**src/rtl/aes_fsm_pkg.sv**
```systemverilog
// Shared constants for the AES-128 decryptor control FSM: widths, state encoding, key-expansion codes.
// Latency: n/a (package only).
// Backpressure: n/a (package only).
package aes_fsm_pkg;

    localparam int KEY_W = 128;
    localparam int NR    = 10;
    localparam int RND_W = 4;

    localparam logic [RND_W-1:0] LAST_RND = 4'(NR);

    // State encoding is fixed so the register value stays compatible with existing debug tooling
    localparam logic [2:0] ST_IDLE     = 3'b000;
    localparam logic [2:0] ST_KEY_LOAD = 3'b001;
    localparam logic [2:0] ST_KEY_EXP  = 3'b010;
    localparam logic [2:0] ST_DEC_LOAD = 3'b011;
    localparam logic [2:0] ST_DEC      = 3'b100;
    localparam logic [2:0] ST_DONE     = 3'b101;

    // Key-expansion command codes
    localparam logic [1:0] CTRL_HOLD = 2'b00;
    localparam logic [1:0] CTRL_LOAD = 2'b01;
    localparam logic [1:0] CTRL_FWD  = 2'b10;
    localparam logic [1:0] CTRL_INV  = 2'b11;

endpackage

```
**src/rtl/fsm_key_cache.sv**
```systemverilog
// Holds the requested cipher key, the cached last round key K10 and the hit comparator.
// Latency: registers update one clock after load_key/capture; hit is combinational on key_in.
// Backpressure: none; FSM_KEY_CACHE_EN enables the cache, otherwise hit is always 0.
module fsm_key_cache
    import aes_fsm_pkg::*;
(
    input  logic             clk,
    input  logic             rst_n,
    input  logic             load_key,
    input  logic [KEY_W-1:0] key_in,
    input  logic             capture,
    input  logic [KEY_W-1:0] round_key,
    output logic [KEY_W-1:0] key_reg,
    output logic [KEY_W-1:0] last_key,
    output logic             hit
);

    logic cache_valid;

    // Latch the requested key whenever a start is accepted
    always_ff @(posedge clk or negedge rst_n) begin
        if (!rst_n) begin
            key_reg <= '0;
        end else if (load_key) begin
            key_reg <= key_in;
        end
    end

    // Remember K10 from the first inverse-schedule cycle for later requests with the same key
    always_ff @(posedge clk or negedge rst_n) begin
        if (!rst_n) begin
            last_key <= '0;
        end else if (capture) begin
            last_key <= round_key;
        end
    end

`ifdef FSM_KEY_CACHE_EN
    // Cache becomes valid once a K10 has been captured; only reset clears it
    always_ff @(posedge clk or negedge rst_n) begin
        if (!rst_n) begin
            cache_valid <= 1'b0;
        end else if (capture) begin
            cache_valid <= 1'b1;
        end
    end
`else
    assign cache_valid = 1'b0;
`endif

    // Compare against the previously latched key, before this request overwrites it
    assign hit = cache_valid & (key_in == key_reg);

endmodule

```
**src/rtl/fsm_controller.sv**
```systemverilog
// Control FSM for the iterative AES-128 decryptor: forward key schedule to K10, then inverse rounds.
// Latency: vaild_out 23 cycles after start on a miss, 13 on a cache hit (FSM_KEY_CACHE_EN defined).
// Backpressure: none; vaild_in is only accepted in IDLE, starts arriving while busy are dropped.
module fsm_controller
    import aes_fsm_pkg::*;
(
    input  logic             clk,
    input  logic             rst_n,
    input  logic             vaild_in,
    input  logic [KEY_W-1:0] key_in,
    output logic             vaild_out,
    output logic [RND_W-1:0] round_count_to_keyExp,
    output logic [KEY_W-1:0] KeyOut_KeyExpLoad,
    input  logic [KEY_W-1:0] KeyExp_RoundKey,
    output logic [1:0]       KeyExp_control,
    output logic             Decryptor_en
);

    logic [2:0]       current_state;
    logic [RND_W-1:0] rnd;
    logic [KEY_W-1:0] key_reg;
    logic [KEY_W-1:0] last_key;
    logic             hit;
    logic             load_key;
    logic             capture;

    assign load_key = (current_state == ST_IDLE) & vaild_in;
    assign capture  = (current_state == ST_DEC) & (rnd == LAST_RND);

    fsm_key_cache u_key_cache (
        .clk       (clk),
        .rst_n     (rst_n),
        .load_key  (load_key),
        .key_in    (key_in),
        .capture   (capture),
        .round_key (KeyExp_RoundKey),
        .key_reg   (key_reg),
        .last_key  (last_key),
        .hit       (hit)
    );

    // State and round counter sequencing
    always_ff @(posedge clk or negedge rst_n) begin
        if (!rst_n) begin
            current_state <= ST_IDLE;
            rnd           <= '0;
        end else begin
            case (current_state)
                ST_IDLE: begin
                    if (vaild_in) begin
                        if (hit) begin
                            current_state <= ST_DEC_LOAD;
                            rnd           <= LAST_RND;
                        end else begin
                            current_state <= ST_KEY_LOAD;
                            rnd           <= '0;
                        end
                    end
                end
                ST_KEY_LOAD: begin
                    current_state <= ST_KEY_EXP;
                    rnd           <= 4'd1;
                end
                ST_KEY_EXP: begin
                    if (rnd == LAST_RND) begin
                        current_state <= ST_DEC;
                    end else begin
                        rnd <= rnd + 4'd1;
                    end
                end
                ST_DEC_LOAD: begin
                    current_state <= ST_DEC;
                    rnd           <= LAST_RND;
                end
                ST_DEC: begin
                    if (rnd == '0) begin
                        current_state <= ST_DONE;
                    end else begin
                        rnd <= rnd - 4'd1;
                    end
                end
                ST_DONE: begin
                    current_state <= ST_IDLE;
                    rnd           <= '0;
                end
                default: begin
                    current_state <= ST_IDLE;
                    rnd           <= '0;
                end
            endcase
        end
    end

    // Moore output decode; anything not driven in a state stays 0
    always_comb begin
        vaild_out             = 1'b0;
        round_count_to_keyExp = '0;
        KeyOut_KeyExpLoad     = '0;
        KeyExp_control        = CTRL_HOLD;
        Decryptor_en          = 1'b0;
        case (current_state)
            ST_KEY_LOAD: begin
                KeyExp_control        = CTRL_LOAD;
                KeyOut_KeyExpLoad     = key_reg;
                round_count_to_keyExp = rnd;
            end
            ST_KEY_EXP: begin
                KeyExp_control        = CTRL_FWD;
                round_count_to_keyExp = rnd;
            end
            ST_DEC_LOAD: begin
                KeyExp_control        = CTRL_LOAD;
                KeyOut_KeyExpLoad     = last_key;
                round_count_to_keyExp = rnd;
            end
            ST_DEC: begin
                Decryptor_en          = 1'b1;
                round_count_to_keyExp = rnd;
                // Round 0 uses K0 directly, so the schedule holds instead of stepping past it
                KeyExp_control        = (rnd != '0) ? CTRL_INV : CTRL_HOLD;
            end
            ST_DONE: begin
                vaild_out = 1'b1;
            end
            default: begin
            end
        endcase
    end

endmodule

```
**config.mk**
```make
export PLATFORM = sky130hd
export DESIGN_NAME = fsm_controller
export DESIGN_NICKNAME = d
export VERILOG_FILES = /design/src/rtl/aes_fsm_pkg.sv /design/src/rtl/fsm_key_cache.sv /design/src/rtl/fsm_controller.sv
export SDC_FILE = /design/constraint.sdc
export NUM_CORES = 1
export LEC_CHECK = 0
export ABC_AREA = 1
export CAP_MARGIN = 20
export CORE_UTILIZATION = 50
export CTS_CLUSTER_DIAMETER = 120
export DETAILED_ROUTE_END_ITERATION = 16
export GPL_TIMING_DRIVEN = 1
export PLACE_DENSITY = 0.9
export SKIP_CTS_REPAIR_TIMING = 1
export SLEW_MARGIN = 5
export SYNTH_ARGS = -nofsm -noshare
export SYNTH_HDL_FRONTEND = slang
export SYNTH_SLANG_ARGS = --single-unit
```
**constraint.sdc**
```tcl
create_clock -name clk -period 3.9 [get_ports clk]
set_clock_uncertainty 0.15 [all_clocks]
set_input_delay 0.78 -clock clk [delete_from_list [all_inputs] [get_ports clk]]
set_output_delay 0.78 -clock clk [all_outputs]
set_load 0.01 [all_outputs]
```
; Yosys cells after proc, flatten, opt, wreduce, memory -nomap -nowiden
; Cells that the tools add are included.
[totals]
reg_bits = 263
input_bits = 259
out_inout_bits = 136
elab_cells = 40
[op_classes]
add_sub_neg = 2
eq_ne = 11
mux = 14
bitwise = 2
reduce_logical = 7
[ops]
columns = op, n
row1 = $pmux 128 s2, 1
row2 = $pmux 4 s5, 1
row3 = $mux 4, 4
row4 = $pmux 3 s5, 1
row5 = $mux 3, 3
row6 = $ne 2x2->1 const B, 4
row7 = $eq 3x2->1 const B, 2
row8 = $eq 3x3->1 const B, 2
row9 = $pmux 2 s3, 1
row10 = $reduce_and 3->1, 2
row11 = $add 4x1->4 const B, 1
row12 = $eq 4x4->1 const B, 1
row13 = $logic_not 4->1, 1
row14 = $reduce_bool 4->1, 1
row15 = $reduce_or 4->1, 1
row16 = $sub 4x1->4 const B, 1
row17 = $eq 3x1->1 const B, 1
row18 = $logic_not 3->1, 1
row19 = $and 1x1->1, 2
row20 = $mux 1, 2
row21 = $mux 2, 1
row22 = $ne 2x1->1 const B, 1
row23 = $reduce_or 2->1, 1

; Logic depth before layout (Yosys ltp)
[depth]
ltp_word = 3
depth_mapped = 12
depth_no_buf = 11

; Hierarchy
; Synthesis repeated with hierarchy kept, for this count alone.
[hier_totals]
cells_unflattened = 1601
hier_area_um2 = 12321.8
[by_module_without_submodules]
columns = module, instances, cells_per_inst, area_each_um2, seq_area_each_um2
row1 = fsm_key_cache, 1, 1084, 9930.8, 6406.1
row2 = fsm_controller, 1, 517, 2391.0, 175.2

; Worst setup path after synthesis
; OpenSTA, ideal clock, no wires.
[synth_timing]
kind = flip-flop to output port
from = register current_state[2]
to = output port KeyOut_KeyExpLoad[0]
arrival_ns = 1.301
required_ns = 2.970
path_slack_ns = 1.669
path_stages_with_launch = 7
path_buffers = 2
path_cell_list = dfrtp_1 > inv_1 > nand2_1 > nor2_1 > buf_2 > buf_2 > a22o_1
[synth_between]
elab_chain_len = 2
elab_cells_between_ends = 3
classes_between = eq/ne: 2 / mux: 1
[synth_rtl]
columns = element, line_no
row1 = from (decl), fsm_controller.sv:19  ; logic [2:0] current_state;
row2 = from (signal assigned), fsm_controller.sv:45  ; current_state <= ST_IDLE;
row3 = from (signal assigned), fsm_controller.sv:52  ; current_state <= ST_DEC_LOAD;
row4 = from (signal assigned), fsm_controller.sv:55  ; current_state <= ST_KEY_LOAD;
row5 = $eq 3x2->1 or $eq 3x1->1 (tied branches), fsm_controller.sv:101  ; case (current_state)
row6 = $pmux 128 s2 *, fsm_controller.sv:101
row7 = to (decl), fsm_controller.sv:13  ; output logic [KEY_W-1:0] KeyOut_KeyExpLoad,
; Every way passes the cells marked *; elsewhere a longest branch is shown, timed or not.

; Worst setup path in the final report
[layout_timing]
from = register current_state[2]
to = output port KeyOut_KeyExpLoad[70]
; The elaborated chain is that of the path after synthesis.

==> impl_metrics.py <==
metrics = {
    "setup_path": {
        "r2r-end": "rnd[3]$_DFFE_PN0P_",
        "cp.arrival_ns": 2.81,
        "reg2reg_depth": 11,
        "ff2ff_setup_slack_ns": 0.97,
        "crit_chain": "inv_1 -> nand2_1 -> nor2_4 -> buf_4 -> a22o_1 -> clkdlybuf4s50_1",
        "cp.required_ns": 2.97,
        "worst_path_max_delay_cell": "clkdlybuf4s50_1",
        "cp_max_fo": 43,
        "end_kind": "primary output",
        "critPathKind": "register to primary output",
        "cpPeakStageDelay_ns": 0.54,
        "worstSetupStartpointType": "register",
        "worstReg2RegStart": "current_state[1]$_DFFE_PN0P_",
    },
    "floorplan": {
        "fp.dieH_microns": 154.3,
        "dieArea_sq_um": 23820,
        "pin_count": 395,
        "die_w_microns": 154.3,
        "core_sq_um": 22710,
        "start_util_pct": 51.09,
        "row_count": 55,
    },
    "clock_tree": {
        "cts_max_level": 1,
        "clock_latency_ns": 0.55,
        "clk_pin_slew_ns": 0.06,
        "cts.sinks": 263,
        "clockBufferDepth": 3,
        "cts_buffers": 28,
        "cts_root_buffer": "clkbuf_16",
        "tritoncts": "done",
    },
    "sta": {
        "holdWs_ns": 0.06988,
        "finalSetupViolCount": 0,
        "slew_headroom_pct": 35.90,
        "final_max_slew_viol_count": 0,
        "worst_pin_slew_ns": 0.9615,
        "rsz0062_at_grt": "no",
        "fin_crit_ns": 3.737,
        "period_share_pct": 95.81,
        "hold_viol": 0,
        "fmax_mhz": 267.6,
        "setup_tns_ns": 0,
    },
    "pwr": {
        "power.share.combinational_pct": 40.9,
        "p_int_uw": 8414,
        "clock_power_share_pct": 21.9,
        "power_frac_seq_pct": 37.2,
        "leakage_uw": 0.007154,
        "p_sw_uw": 4175,
        "swShare_pct": 33.16,
        "power_uw": 12590,
        "cellPowerDensity_nw_per_um2": 756.6,
        "vdd_drop_max_uv": 545.9,
    },
    "placed_design": {
        "dp_hpwl_mm": 24.49,
        "post-place-cells": 1677,
        "gp_congestion": 0.9054,
        "io_buffer_count": 394,
    },
    "routing": {
        "ant_nets": 0,
        "vias_per_cell": 5.762,
        "routedWlPerCell_microns": 21.08,
        "routed_wl_mm": 36.51,
        "drt_iter0_drc": 724,
        "dr.pass1.iters": 4,
        "drc": 0,
        "num_vias": 9979,
    },
    "layout": {
        "fin_nets": 1684,
        "area_delta_synth_final_pct": 43.41,
        "final_layout_size_suffix_gt1_share_pct": 13.92,
        "final_cells": 1732,
    },
    "yosys": {
        "yosys.area.top_type": "dfrtp_1",
        "synth_compound_area_share_pct": 10.01,
        "syn-num-nets": 1326,
        "synthMuxAreaShare_pct": 12.42,
        "synth_area_leaders": "dfrtp_1, mux2_2, a22o_1, nand2_1, nand3_1",
        "synthSimpleGateAreaFrac_pct": 15.58,
        "yosysTopAreaCellShare_pct": 56.72,
        "avgSynthCellArea_sq_um": 10.90,
        "synth-seq-area-share_pct": 56.72,
        "synthDistinctLibCells": 20,
        "synthAdderAreaFrac_pct": 0.3882,
        "ys_warn_count": 0,
        "netlist_area_sq_um": 11600,
        "synth-xor-area-share_pct": 0.07549,
        "ys_ff_latch": 263,
        "synth_top_family_by_area": "simple AND/OR/NAND/NOR gates",
        "synthCells": 1064,
    },
    "global_routing": {
        "overflow": 0,
        "grt_usage_pct": 30.55,
        "grt_pass1_vias": 10260,
        "grt_antenna_before_repair": 3,
        "grt_max_degree": 89,
        "grt_pass1_wl_mm": 56.46,
    },
    "hold_path": {
        "hp-class": "primary input to asynchronous set/reset pin",
    },
    "flow_run": {
        "cap_violations": 0,
    },
    "outcome": {
        "outcome": "complete, no violations",
    },
}
==> cell usage after synthesis (all sizes together) <==
| cell | number |
|---|---|
| dfrtp | 263 |
| mux2 | 128 |
| nor3 | 2 |
| a21oi | 2 |
| o21ai | 6 |
| nor2 | 8 |
| inv | 16 |
| fa | 1 |
| clkbuf | 6 |
| buf | 78 |
| nand2 | 285 |
| ha | 2 |
| nand3 | 137 |
| xor2 | 1 |
| nand3b | 1 |
| a22o | 128 |
==> per-stage QoR <==
| stage | worst slack (ns) | cell area (sq um) | utilization (%) |
|---|---|---|---|
| floorplan | 1.669 | 11600 | - |
| global placement | 0.9164 | 15660 | 68.98 |
| detailed placement | 0.7632 | 15660 | 68.98 |
| CTS | 0.1847 | 16630 | 73.23 |
| global route | 0.06117 | 16640 | 73.27 |
| finish | 0.1633 | 16640 | 73.27 |
==> cells in the final DEF (no fill, tap or decap), types with 2 or more instances in the layout <==
cell / count
dfrtp_1: 263
clkbuf_16: 28
mux2_2: 128
nor2_4: 3
buf_4: 12
clkinv_2: 6
clkdlybuf4s50_1: 393
nand2_1: 284
inv_1: 15
clkinvlp_4: 2
o21ai_0: 6
clkbuf_8: 7
a21oi_1: 2
bufinv_16: 3
buf_12: 6
ha_1: 2
a22o_1: 128
nor2_1: 4
nand3_1: 136
diode_2: 3
nor3_1: 2
clkbuf_1: 5
==> layout make-up <==
type / count / area (sq um)
repair buffers: 412 / 4159
clock inverters: 12 / 151.4
multi-input cells: 701 / 4504
inverters: 16 / 62.56
diodes: 3 / 7.507
well taps: 285 / 356.6
fillers: 1456 / 6071
flip-flops and latches: 263 / 6581
clock buffers: 40 / 815.8
==> critical path: cells and delay by family, from the launching register on <==
family,cells,cell delay [ns]
buffers and inverters,3,1.17
AND/OR/NAND/NOR,2,0.41
flip-flops,1,0.40
AO/OA/AOI/OAI,1,0.25
==> power groups by stage <==
stage / combinational (uW) / clock [uW] / sequential [uW]
2_1_floorplan: 3020 / 0 / 4390
3_3_place_gp: 4910 / 0 / 4670
3_5_place_dp: 5100 / 0 / 4680
4_1_cts: 5150 / 2800 / 4670
5_1_grt: 5520 / 2910 / 4790
6_report: 5150 / 2750 / 4690
==> per-layer routing <==
| metal | global-route usage (%) | up-vias | wire (microns) |
|---|---|---|---|
| met5 | 0 | - | 0 |
| met4 | 17.07 | 0 | 2296 |
| met2 | 50.63 | 581 | 17650 |
| met3 | 7.425 | 130 | 3252 |
| li1 | - | 4396 | - |
| met1 | 36.81 | 4872 | 13310 |
==> worst max-delay path by stage <==
stage | slack [ns] | to | startpoint | cells after the start
finish | 0.16 | KeyOut_KeyExpLoad[70] | current_state[2]$_DFFE_PN0P_ | 6
global placement | 0.92 | KeyOut_KeyExpLoad[47] | current_state[2]$_DFFE_PN0P_ | 6
detailed placement | 0.76 | KeyOut_KeyExpLoad[70] | current_state[2]$_DFFE_PN0P_ | 6
global route | 0.06 | KeyOut_KeyExpLoad[70] | current_state[2]$_DFFE_PN0P_ | 6
floorplan | 1.67 | KeyOut_KeyExpLoad[0] | current_state[2]$_DFFE_PN0P_ | 6
CTS | 0.18 | KeyOut_KeyExpLoad[70] | current_state[2]$_DFFE_PN0P_ | 6
==> cells by family after synthesis <==
family,after synthesis
AO/OA/AOI/OAI,136
XOR/XNOR,1
adder cells (fa/ha/maj),3
buffers and inverters,100
flip-flops,263
multiplexers,128
AND/OR/NAND/NOR,433
(Power assumes the default switching activity.)
